[src/rtl/jtopl_pkg.sv]
// Shared definitions for the OPL phase-generator register slice:
// slot count, register base addresses and slot/operator-offset mapping.
package jtopl_pkg;

  localparam int SLOTS = 18;

  localparam logic [7:0] REG_OP_BASE = 8'h20;  // MUL / VIB, 0x20-0x35
  localparam logic [7:0] REG_FNUM_LO = 8'hA0;  // fnum[7:0], 0xA0-0xA8
  localparam logic [7:0] REG_FNUM_HI = 8'hB0;  // fnum[9:8], block, kon
  localparam logic [7:0] REG_DVB     = 8'hBD;  // vibrato depth

  typedef struct packed {
    logic [3:0] ch;
    logic       op;
    logic [4:0] off;
  } slot_info_t;

  // slot s: group = s/6, sub = s%6, channel = group*3 + sub%3, op = sub/3
  function automatic slot_info_t slot_map(input logic [4:0] s);
    slot_info_t r;
    logic [1:0] grp;
    logic [2:0] sub;
    if (s >= 5'd12) begin
      grp = 2'd2;
      sub = 3'(s - 5'd12);
    end else if (s >= 5'd6) begin
      grp = 2'd1;
      sub = 3'(s - 5'd6);
    end else begin
      grp = 2'd0;
      sub = 3'(s);
    end
    r.op  = (sub >= 3'd3);
    r.ch  = 4'({grp, 1'b0}) + 4'(grp) + 4'(r.op ? sub - 3'd3 : sub);
    r.off = {grp, sub};
    return r;
  endfunction

  // Operator offsets: group*8 + sub, sub 0..5, at most 0x15
  function automatic logic op_offset_valid(input logic [4:0] off);
    return (off <= 5'h15) && (off[2:1] != 2'b11);
  endfunction

  function automatic logic [4:0] offset_to_slot(input logic [4:0] off);
    return 5'(off[4:3]) * 5'd6 + 5'(off[2:0]);
  endfunction

endpackage

[src/rtl/jtopl_slot_cnt.sv]
// Mod-SLOTS_N operator slot counter. `slot` is the slot entered on the
// next `cen`; `slot0` flags that this is slot 0.
module jtopl_slot_cnt
  import jtopl_pkg::*;
#(
  parameter int SLOTS_N = SLOTS
) (
  input  logic       clk,
  input  logic       rst_n,
  input  logic       cen,
  output logic [4:0] slot,
  output logic       slot0
);

  localparam logic [4:0] LAST = 5'(SLOTS_N - 1);

  // advance once per enable, wrap after the last slot
  always_ff @(posedge clk or negedge rst_n) begin
    if (!rst_n)
      slot <= 5'd0;
    else if (cen)
      slot <= (slot == LAST) ? 5'd0 : slot + 5'd1;
  end

  assign slot0 = (slot == 5'd0);

endmodule

[src/rtl/jtopl_pg_regs.sv]
// Phase-generator register file and slot reader.
// CPU writes through an index/data port; per-slot values are presented
// time-multiplexed: fnum/block/pms at stage I, mul/pg_rst at stage II.
// Optional macro JTOPL_PGREGS_DEBUG_EN adds a dbg_dout readback port.
module jtopl_pg_regs
  import jtopl_pkg::*;
#(
  parameter int CH = 9
) (
  input  logic       clk,
  input  logic       rst_n,
  input  logic       cenop,
  input  logic       wr,
  input  logic       addr,
  input  logic [7:0] din,
  output logic [9:0] fnum_I,
  output logic [2:0] block_I,
  output logic [2:0] pms_I,
  output logic [3:0] mul_II,
  output logic       pg_rst_II,
  output logic       slot0_I
`ifdef JTOPL_PGREGS_DEBUG_EN
  ,
  output logic [7:0] dbg_dout
`endif
);

  localparam int NSLOT = 2 * CH;

  // storage
  logic [7:0] idx;
  logic [9:0] fnum     [0:CH-1];
  logic [2:0] block    [0:CH-1];
  logic       kon      [0:CH-1];
  logic [3:0] mul      [0:NSLOT-1];
  logic       vib      [0:NSLOT-1];
  logic       kon_prev [0:NSLOT-1];
  logic       dvb;

  // index decode
  logic [4:0] idx_off;
  logic [4:0] idx_slot;
  logic [3:0] idx_ch;
  logic       idx_is_op, idx_is_lo, idx_is_hi, idx_is_dvb;
  logic       data_wr;

  assign idx_off    = idx[4:0];
  assign idx_slot   = offset_to_slot(idx_off);
  assign idx_ch     = idx[3:0];
  assign idx_is_op  = (idx[7:5] == REG_OP_BASE[7:5]) && op_offset_valid(idx_off);
  assign idx_is_lo  = (idx[7:4] == REG_FNUM_LO[7:4]) && (idx_ch < 4'(CH));
  assign idx_is_hi  = (idx[7:4] == REG_FNUM_HI[7:4]) && (idx_ch < 4'(CH));
  assign idx_is_dvb = (idx == REG_DVB);
  assign data_wr    = wr & addr;

  // index latch; persists across data writes
  always_ff @(posedge clk or negedge rst_n) begin
    if (!rst_n)
      idx <= 8'd0;
    else if (wr && !addr)
      idx <= din;
  end

  // per-channel registers: fnum, block, key-on
  always_ff @(posedge clk or negedge rst_n) begin
    if (!rst_n) begin
      for (int i = 0; i < CH; i++) begin
        fnum[i]  <= 10'd0;
        block[i] <= 3'd0;
        kon[i]   <= 1'b0;
      end
    end else if (data_wr && idx_is_lo) begin
      fnum[idx_ch][7:0] <= din;
    end else if (data_wr && idx_is_hi) begin
      fnum[idx_ch][9:8] <= din[1:0];
      block[idx_ch]     <= din[4:2];
      kon[idx_ch]       <= din[5];
    end
  end

  // per-operator registers: MUL and vibrato enable
  always_ff @(posedge clk or negedge rst_n) begin
    if (!rst_n) begin
      for (int i = 0; i < NSLOT; i++) begin
        mul[i] <= 4'd0;
        vib[i] <= 1'b0;
      end
    end else if (data_wr && idx_is_op) begin
      mul[idx_slot] <= din[3:0];
      vib[idx_slot] <= din[6];
    end
  end

  // global vibrato depth
  always_ff @(posedge clk or negedge rst_n) begin
    if (!rst_n)
      dvb <= 1'b0;
    else if (data_wr && idx_is_dvb)
      dvb <= din[6];
  end

  // slot sequencing
  logic [4:0]  cur_slot;
  logic        cur_slot0;
  slot_info_t  cur_info;
  logic [4:0]  slot_I;
  logic [3:0]  ch_I;
  logic        valid_I;
  logic        unused_slot_info;

  jtopl_slot_cnt #(.SLOTS_N(NSLOT)) u_slot_cnt (
    .clk   (clk),
    .rst_n (rst_n),
    .cen   (cenop),
    .slot  (cur_slot),
    .slot0 (cur_slot0)
  );

  assign cur_info         = slot_map(cur_slot);
  assign unused_slot_info = ^{cur_info.op, cur_info.off};

  // stage I: values of the slot being entered
  always_ff @(posedge clk or negedge rst_n) begin
    if (!rst_n) begin
      fnum_I  <= 10'd0;
      block_I <= 3'd0;
      pms_I   <= 3'd0;
      slot0_I <= 1'b0;
      slot_I  <= 5'd0;
      ch_I    <= 4'd0;
      valid_I <= 1'b0;
    end else if (cenop) begin
      fnum_I  <= fnum[cur_info.ch];
      block_I <= block[cur_info.ch];
      pms_I   <= vib[cur_slot] ? {1'b1, dvb, 1'b0} : 3'b000;
      slot0_I <= cur_slot0;
      slot_I  <= cur_slot;
      ch_I    <= cur_info.ch;
      valid_I <= 1'b1;
    end
  end

  // stage II: multiplier and per-operator key-on edge detect
  always_ff @(posedge clk or negedge rst_n) begin
    if (!rst_n) begin
      mul_II    <= 4'd0;
      pg_rst_II <= 1'b0;
      for (int i = 0; i < NSLOT; i++)
        kon_prev[i] <= 1'b0;
    end else if (cenop && valid_I) begin
      mul_II           <= mul[slot_I];
      pg_rst_II        <= kon[ch_I] & ~kon_prev[slot_I];
      kon_prev[slot_I] <= kon[ch_I];
    end
  end

`ifdef JTOPL_PGREGS_DEBUG_EN
  // readback of the latched index in register format
  always_comb begin
    dbg_dout = 8'd0;
    if (idx_is_op)
      dbg_dout = {1'b0, vib[idx_slot], 2'b00, mul[idx_slot]};
    else if (idx_is_lo)
      dbg_dout = fnum[idx_ch][7:0];
    else if (idx_is_hi)
      dbg_dout = {2'b00, kon[idx_ch], block[idx_ch], fnum[idx_ch][9:8]};
    else if (idx_is_dvb)
      dbg_dout = {1'b0, dvb, 6'b000000};
  end
`endif

endmodule

[config.mk]
export PLATFORM = sky130hd
export DESIGN_NAME = jtopl_pg_regs
export DESIGN_NICKNAME = d
export VERILOG_FILES = /design/src/rtl/jtopl_pkg.sv /design/src/rtl/jtopl_slot_cnt.sv /design/src/rtl/jtopl_pg_regs.sv
export SDC_FILE = /design/constraint.sdc
export NUM_CORES = 1
export LEC_CHECK = 0
export ABC_AREA = 1
export CAP_MARGIN = 10
export CORE_MARGIN = 5
export CORE_UTILIZATION = 64
export DETAILED_ROUTE_END_ITERATION = 12
export DONT_BUFFER_PORTS = 1
export PLACE_DENSITY = 0.8
export SETUP_SLACK_MARGIN = 0.3
export SLEW_MARGIN = 20
export SYNTH_ARGS = -nofsm -noshare
export SYNTH_HDL_FRONTEND = slang
export SYNTH_HIERARCHICAL = 1
export SYNTH_SLANG_ARGS = --single-unit
[constraint.sdc]
create_clock -name clk -period 5.3 [get_ports clk]
set_clock_uncertainty 0.2 [all_clocks]
set_input_delay 0.53 -clock clk [delete_from_list [all_inputs] [get_ports clk]]
set_output_delay 0.53 -clock clk [all_outputs]
set_load 0.01 [all_outputs]
Word level (Yosys, flattened, before mapping)
Cells that the tools add are included.

Flip-flop bits (word level): 280. Bits of input ports: 13. Output and inout port bits: 22. Logic and storage cells: 196.

Add/sub/neg operators: 7. Multiply operators: 1. $lt $le $gt $ge: 14. Equal/unequal tests: 6. Multiplexer cells: 48. Bitwise logic cells: 10. Reductions and logical operators: 17.

Operators by type and width (count): 90-bit bitwise mux (2); 90-bit two-way mux (2); 10-bit demux with 4-bit select (2); 72-bit bitwise mux (1); 10-bit binary-select mux with 4-bit select (1); 18-bit bitwise mux (2); 10-bit two-way mux (3); 27-bit bitwise mux (1); 4-bit binary-select mux with 5-bit select (1); 4-bit demux with 5-bit select (1); 6-bit greater-or-equal comparator, second input constant (3); 3-bit two-way mux (6); 5-bit NOT with 6-bit output (3); 4-bit two-way mux (4); 5-bit greater-or-equal comparator, second input constant (3); 4-bit NOT with 5-bit output (3); 1-bit logical AND (13); 3-bit binary-select mux with 4-bit select (1); 3-bit demux with 4-bit select (1); 6-bit by 1-bit less-than comparator with 1-bit output, second input constant (2); 1-bit binary-select mux with 5-bit select (2); 1-bit demux with 5-bit select (2); 1-bit two-way mux (10); 9-bit bitwise mux (1); 29 further kinds (33).

Depth between registers and ports, before layout
Word-level depth: 10. Depth in mapped cells: 24.

By module
The synthesis kept the hierarchy.

Modules (own cells, without submodules): jtopl_pg_regs (times used 1, cells each 1562, area each 12856.1 um^2); jtopl_slot_cnt (times used 1, cells each 38, area each 294.0 um^2).

Worst setup path before layout
No wires, ideal clock.

Path kind: register to register. From: register u_slot_cnt.slot[2]. To: register fnum_I[1]. Library setup time: 0.118 ns. Arrival time: 3.560 ns. Data required time: 4.982 ns. Slack: 1.422 ns. Stages on the path, launching flop included: 20. Clock period less this slack: 3.878 ns. Path through: dfrtp_1 -> ha_1 -> inv_1 -> nand2_1 -> nand2_1 -> nand2_1 -> and2_1 -> ha_1 -> nor2_1 -> mux2_2 -> ha_1 -> ha_1 -> fa_1 -> inv_1 -> clkbuf_1 -> o2111ai_1 -> nand2_1 -> nand3_1 -> nand3_1 -> nand2_1.

RTL lines: start, declared (RTL line jtopl_slot_cnt.sv:11) `output logic [4:0] slot,`; start signal, assigned (RTL line jtopl_slot_cnt.sv:22) `slot <= (slot == LAST) ? 5'd0 : slot + 5'd1;`; end signal, assigned (RTL line jtopl_pg_regs.sv:133) `fnum_I <= fnum[cur_info.ch];`; end, declared (RTL line jtopl_pg_regs.sv:16) `output logic [9:0] fnum_I,`.

==> impl_metrics.xml <==
<?xml version="1.0" encoding="UTF-8"?>
<metrics>
  <group name="logic_synthesis">
    <metric name="synth.top_cells.by_area" unit="">sky130_fd_sc_hd__dfrtp_1 (53%), sky130_fd_sc_hd__nand2_1 (13%), sky130_fd_sc_hd__o21ai_0 (8.6%), sky130_fd_sc_hd__inv_1 (4.2%), sky130_fd_sc_hd__nor2_1 (3.4%)</metric>
    <metric name="synth-seq-cells" unit="">279</metric>
    <metric name="synth_enable_flop_cells" unit="">0</metric>
    <metric name="synthMostInstantiatedCell" unit="">sky130_fd_sc_hd__nand2_1</metric>
    <metric name="asyncSetResetFlopFracSynth" unit="">1.000</metric>
    <metric name="netlist-cell-type-count" unit="">41</metric>
    <metric name="synth_largest_type_area_fraction" unit="">0.5309</metric>
    <metric name="warning_count_from_the_yosys_run" unit="">6</metric>
    <metric name="synth_top_flop_cell" unit="">sky130_fd_sc_hd__dfrtp_1</metric>
    <metric name="synthesis.nets" unit="">1629</metric>
    <metric name="postSynthAreaPerCell" unit="um2">8.219</metric>
    <metric name="yosys-top-cells-count" unit="">sky130_fd_sc_hd__nand2_1 (463), sky130_fd_sc_hd__dfrtp_1 (279), sky130_fd_sc_hd__o21ai_0 (226)</metric>
    <metric name="seq_area_frac_synth" unit="">0.5309</metric>
    <metric name="synthesized_cell_area" unit="mm2">0.01315</metric>
    <metric name="yosysTopAreaCell" unit="">sky130_fd_sc_hd__dfrtp_1</metric>
    <metric name="postSynthCellCount" unit="">1600</metric>
  </group>
  <group name="timing">
    <metric name="timing.hold.ws" unit="ns">-0.5168</metric>
    <metric name="finalSetupTns" unit="ns">0</metric>
    <metric name="slew_headroom" unit="">0.3510</metric>
    <metric name="setup_viol_count_final" unit="">0</metric>
    <metric name="worst_slew_pin_slew" unit="ns">0.9724</metric>
    <metric name="final_hold_viols" unit="">279</metric>
    <metric name="achievable-frequency" unit="MHz">214.1</metric>
    <metric name="post-route-min-period" unit="ns">4.670</metric>
    <metric name="maxSlewViolCount" unit="">0</metric>
    <metric name="rsz0062_at_grt" unit="">no</metric>
    <metric name="finalWorstSetupSlack" unit="ns">0.6300</metric>
    <metric name="finalCritPeriodShare" unit="">0.8811</metric>
  </group>
  <group name="clock_network">
    <metric name="cts-hold-fix-buffers" unit="">9</metric>
    <metric name="clk_root_buffer_cell" unit="">sky130_fd_sc_hd__clkbuf_16</metric>
    <metric name="clock_tree_from_tritoncts" unit="">yes</metric>
    <metric name="cts_buffers" unit="">29</metric>
    <metric name="cts_buffer_depth" unit="">3</metric>
    <metric name="cts_num_sinks" unit="">279</metric>
    <metric name="insertion_delay" unit="ns">0.54</metric>
    <metric name="clk_transition_reported_paths" unit="ns">0.06</metric>
    <metric name="h_tree_depth" unit="">1</metric>
  </group>
  <group name="cells_and_area">
    <metric name="post_route_standard_cell_area_excluding_fillers" unit="mm2">0.01430</metric>
    <metric name="area.growth.synth_to_final" unit="%">8.763</metric>
    <metric name="drive_above_1_share" unit="">0.05955</metric>
    <metric name="finish.net_count" unit="">1623</metric>
    <metric name="filler_cell_count" unit="">1581</metric>
  </group>
  <group name="setup_path">
    <metric name="crit-reg2reg-capture" unit="">fnum_I[4]</metric>
    <metric name="worst-r2r-cell-count" unit="">19</metric>
    <metric name="critical_path.n_buffers_inverters" unit="">3</metric>
    <metric name="r2r-start" unit="">u_slot_cnt/slot[1]</metric>
    <metric name="worst-path-max-fanout" unit="">16</metric>
    <metric name="critical_path.startpoint_type" unit="">flip-flop</metric>
    <metric name="cp_top_family" unit="">adder cells</metric>
    <metric name="timing.critical_path.slowest_cell_delay" unit="ns">0.56</metric>
    <metric name="cp_data_required_time" unit="ns">5.53</metric>
    <metric name="critical_path.cell_chain" unit="">ha_1, inv_1, nand2_1, nand2_1, nand2_1, and2_1, ha_1, nor2_1, mux2_2, ha_1, ha_1, fa_1, buf_4, inv_1, o211ai_1, nand2_1, nand3_1, nand3_1, nand2_1</metric>
    <metric name="critPathCaptureType" unit="">flip-flop</metric>
    <metric name="crit_top_cell" unit="">sky130_fd_sc_hd__nand2_1</metric>
    <metric name="timing.reg2reg.setup_slack" unit="ns">0.63</metric>
    <metric name="crit_slowest_cell" unit="">sky130_fd_sc_hd__dfrtp_1</metric>
    <metric name="worstPathArrival" unit="ns">4.90</metric>
    <metric name="path_class" unit="">flip-flop to flip-flop</metric>
  </group>
  <group name="outcome">
    <metric name="run_status" unit="">finished, violations left</metric>
    <metric name="violations_in_the_final_reports" unit="">hold timing</metric>
  </group>
  <group name="grt">
    <metric name="grt_use_total" unit="">0.2897</metric>
    <metric name="number_of_antenna_violations_at_the_first_check_in_global_routing" unit="">1</metric>
    <metric name="grt_overflow" unit="">0</metric>
    <metric name="via_count_of_the_first_global_routing_pass" unit="">10630</metric>
    <metric name="grt_start_max_net_pins" unit="">280</metric>
    <metric name="grt_first_pass_wirelength" unit="mm">56.13</metric>
  </group>
  <group name="power">
    <metric name="leakage" unit="nW">6.864</metric>
    <metric name="ir_worst_vdd" unit="mV">0.7424</metric>
    <metric name="totalPowerFinal" unit="W">0.01002</metric>
    <metric name="power_density" unit="mW/mm2">700.8</metric>
  </group>
  <group name="place">
    <metric name="placed_area" unit="mm2">0.01330</metric>
    <metric name="place.gp.congestion" unit="">0.9062</metric>
    <metric name="hpwlAfterDp" unit="mm">22.68</metric>
    <metric name="portBuffers" unit="">0</metric>
    <metric name="dpl_worst_slack" unit="ns">0.6210</metric>
  </group>
  <group name="floorplan">
    <metric name="num_rows" unit="">52</metric>
    <metric name="die_footprint" unit="mm2">0.02351</metric>
    <metric name="design.portCount" unit="">35</metric>
    <metric name="core-area" unit="mm2">0.02023</metric>
    <metric name="start_util" unit="">0.6499</metric>
    <metric name="die_width" unit="um">153.3</metric>
    <metric name="chipHeight" unit="um">153.3</metric>
  </group>
  <group name="detailed_routing">
    <metric name="post_drt_wl_per_cell" unit="um">18.22</metric>
    <metric name="initial_drc_count" unit="">1089</metric>
    <metric name="totalWireLength" unit="mm">34.31</metric>
    <metric name="vias" unit="">11030</metric>
    <metric name="first_pass_iters" unit="">5</metric>
    <metric name="drcViolationCount" unit="">0</metric>
    <metric name="antenna_left" unit="">0</metric>
    <metric name="vias_cell" unit="">5.855</metric>
  </group>
  <group name="job">
    <metric name="maxCapViolations" unit="">0</metric>
  </group>
  <group name="hold_path">
    <metric name="hold_path.class" unit="">primary input to asynchronous set/reset pin</metric>
  </group>
</metrics>
-- cells in the final DEF, fill, tap and decap left out, drive strengths merged, types with 2 or more instances in the layout --
cell type,synthesis,layout
dlygate4sd3,0,8
nor3,9,9
a31oi,5,5
inv,152,151
xnor2,2,2
nand4,11,11
a22oi,36,36
buf,17,16
fa,2,2
a22o,3,3
dfrtp,279,279
mux2,2,2
clkbuf,44,47
nand2,476,476
o22ai,22,22
xor2,4,4
o211ai,7,7
nor2,134,134
nand3,48,48
ha,14,14
o2111ai,4,4
clkinvlp,0,2
o21ai,284,284
a21oi,37,37
clkinv,2,3
mux2i,2,2
-- layer usage --
metal	track usage	wire [um]	vias up	part of all wire
li1	-	-	5215	-
met2	0.4606	16100	425	0.47
met1	0.4073	14410	5295	0.42
met5	0	0	-	0
met4	0.1102	1333	0	0.039
met3	0.04467	2463	90	0.072
-- state kept, by name, indices dropped and copies added (netlist names) --
| signal | count |
|---|---|
| block_I | 3 |
| ch_I | 4 |
| kon | 9 |
| u_slot_cnt/slot | 5 |
| slot_I | 5 |
| valid_I | 1 |
| pg_rst_II | 1 |
| vib | 18 |
| fnum | 90 |
| kon_prev | 18 |
| dvb | 1 |
| block | 27 |
| fnum_I | 10 |
| mul_II | 4 |
| slot0_I | 1 |
| pms_I | 2 |
| mul | 72 |
| idx | 8 |
-- worst max-delay path by stage --
stage	from	end	slack (ns)	cells past startpoint
global route	u_slot_cnt/slot[1]	fnum_I[5]	0.33	23
detailed placement	u_slot_cnt/slot[1]	block_I[0]	0.62	19
CTS	u_slot_cnt/slot[1]	block_I[0]	0.58	19
global placement	u_slot_cnt/slot[1]	fnum_I[5]	0.90	19
finish	u_slot_cnt/slot[1]	fnum_I[4]	0.63	19
floorplan	u_slot_cnt/slot[2]	fnum_I[1]	1.42	19
-- metrics by stage --
step | std cells | util
after global routing | 1883 | 0.7068
after global placement | 1821 | 0.6574
final | 1883 | 0.7068
after detailed placement | 1821 | 0.6574
after floorplan | 1600 | -
after CTS | 1879 | 0.7052
-- final cells by class --
cell class / instances / area [um2] / share of cell area
repair buffers: 24 / 197.7 / 0.01382
clock inverters: 2 / 12.51 / 0.0008748
multi-input cells: 1106 / 5325 / 0.3723
flip-flops and latches: 279 / 6982 / 0.4881
clock buffers: 47 / 863.3 / 0.06036
inverters: 154 / 581.8 / 0.04068
diodes: 1 / 2.502 / 0.0001750
well taps: 270 / 337.8 / 0.02362
-- logic make-up after synthesis --
kind of cell / share of synthesized area
AND/OR/NAND/NOR: 0.2145
multiplexers: 0.003235
flip-flops: 0.5309
other: 0.0002852
XOR/XNOR: 0.003996
AO/OA/AOI/OAI: 0.1656
adder cells (fa/ha/maj): 0.01637
buffers and inverters: 0.06518
-- report_power, final --
part | switching (W) | total, W | internal (W)
Combinational | 0.00363 | 0.00538 | 0.00175
Sequential | 0.000280 | 0.00274 | 0.00246
Clock | 0.000807 | 0.00191 | 0.00110
Total | 0.00472 | 0.0100 | 0.00531
-- timing repair --
item	CTS	global route
gates resized for setup	0	2
endpoints found under the setup margin	0	13
hold endpoints to repair	347	279
buffers inserted	0	3
(Power assumes the default switching activity.)
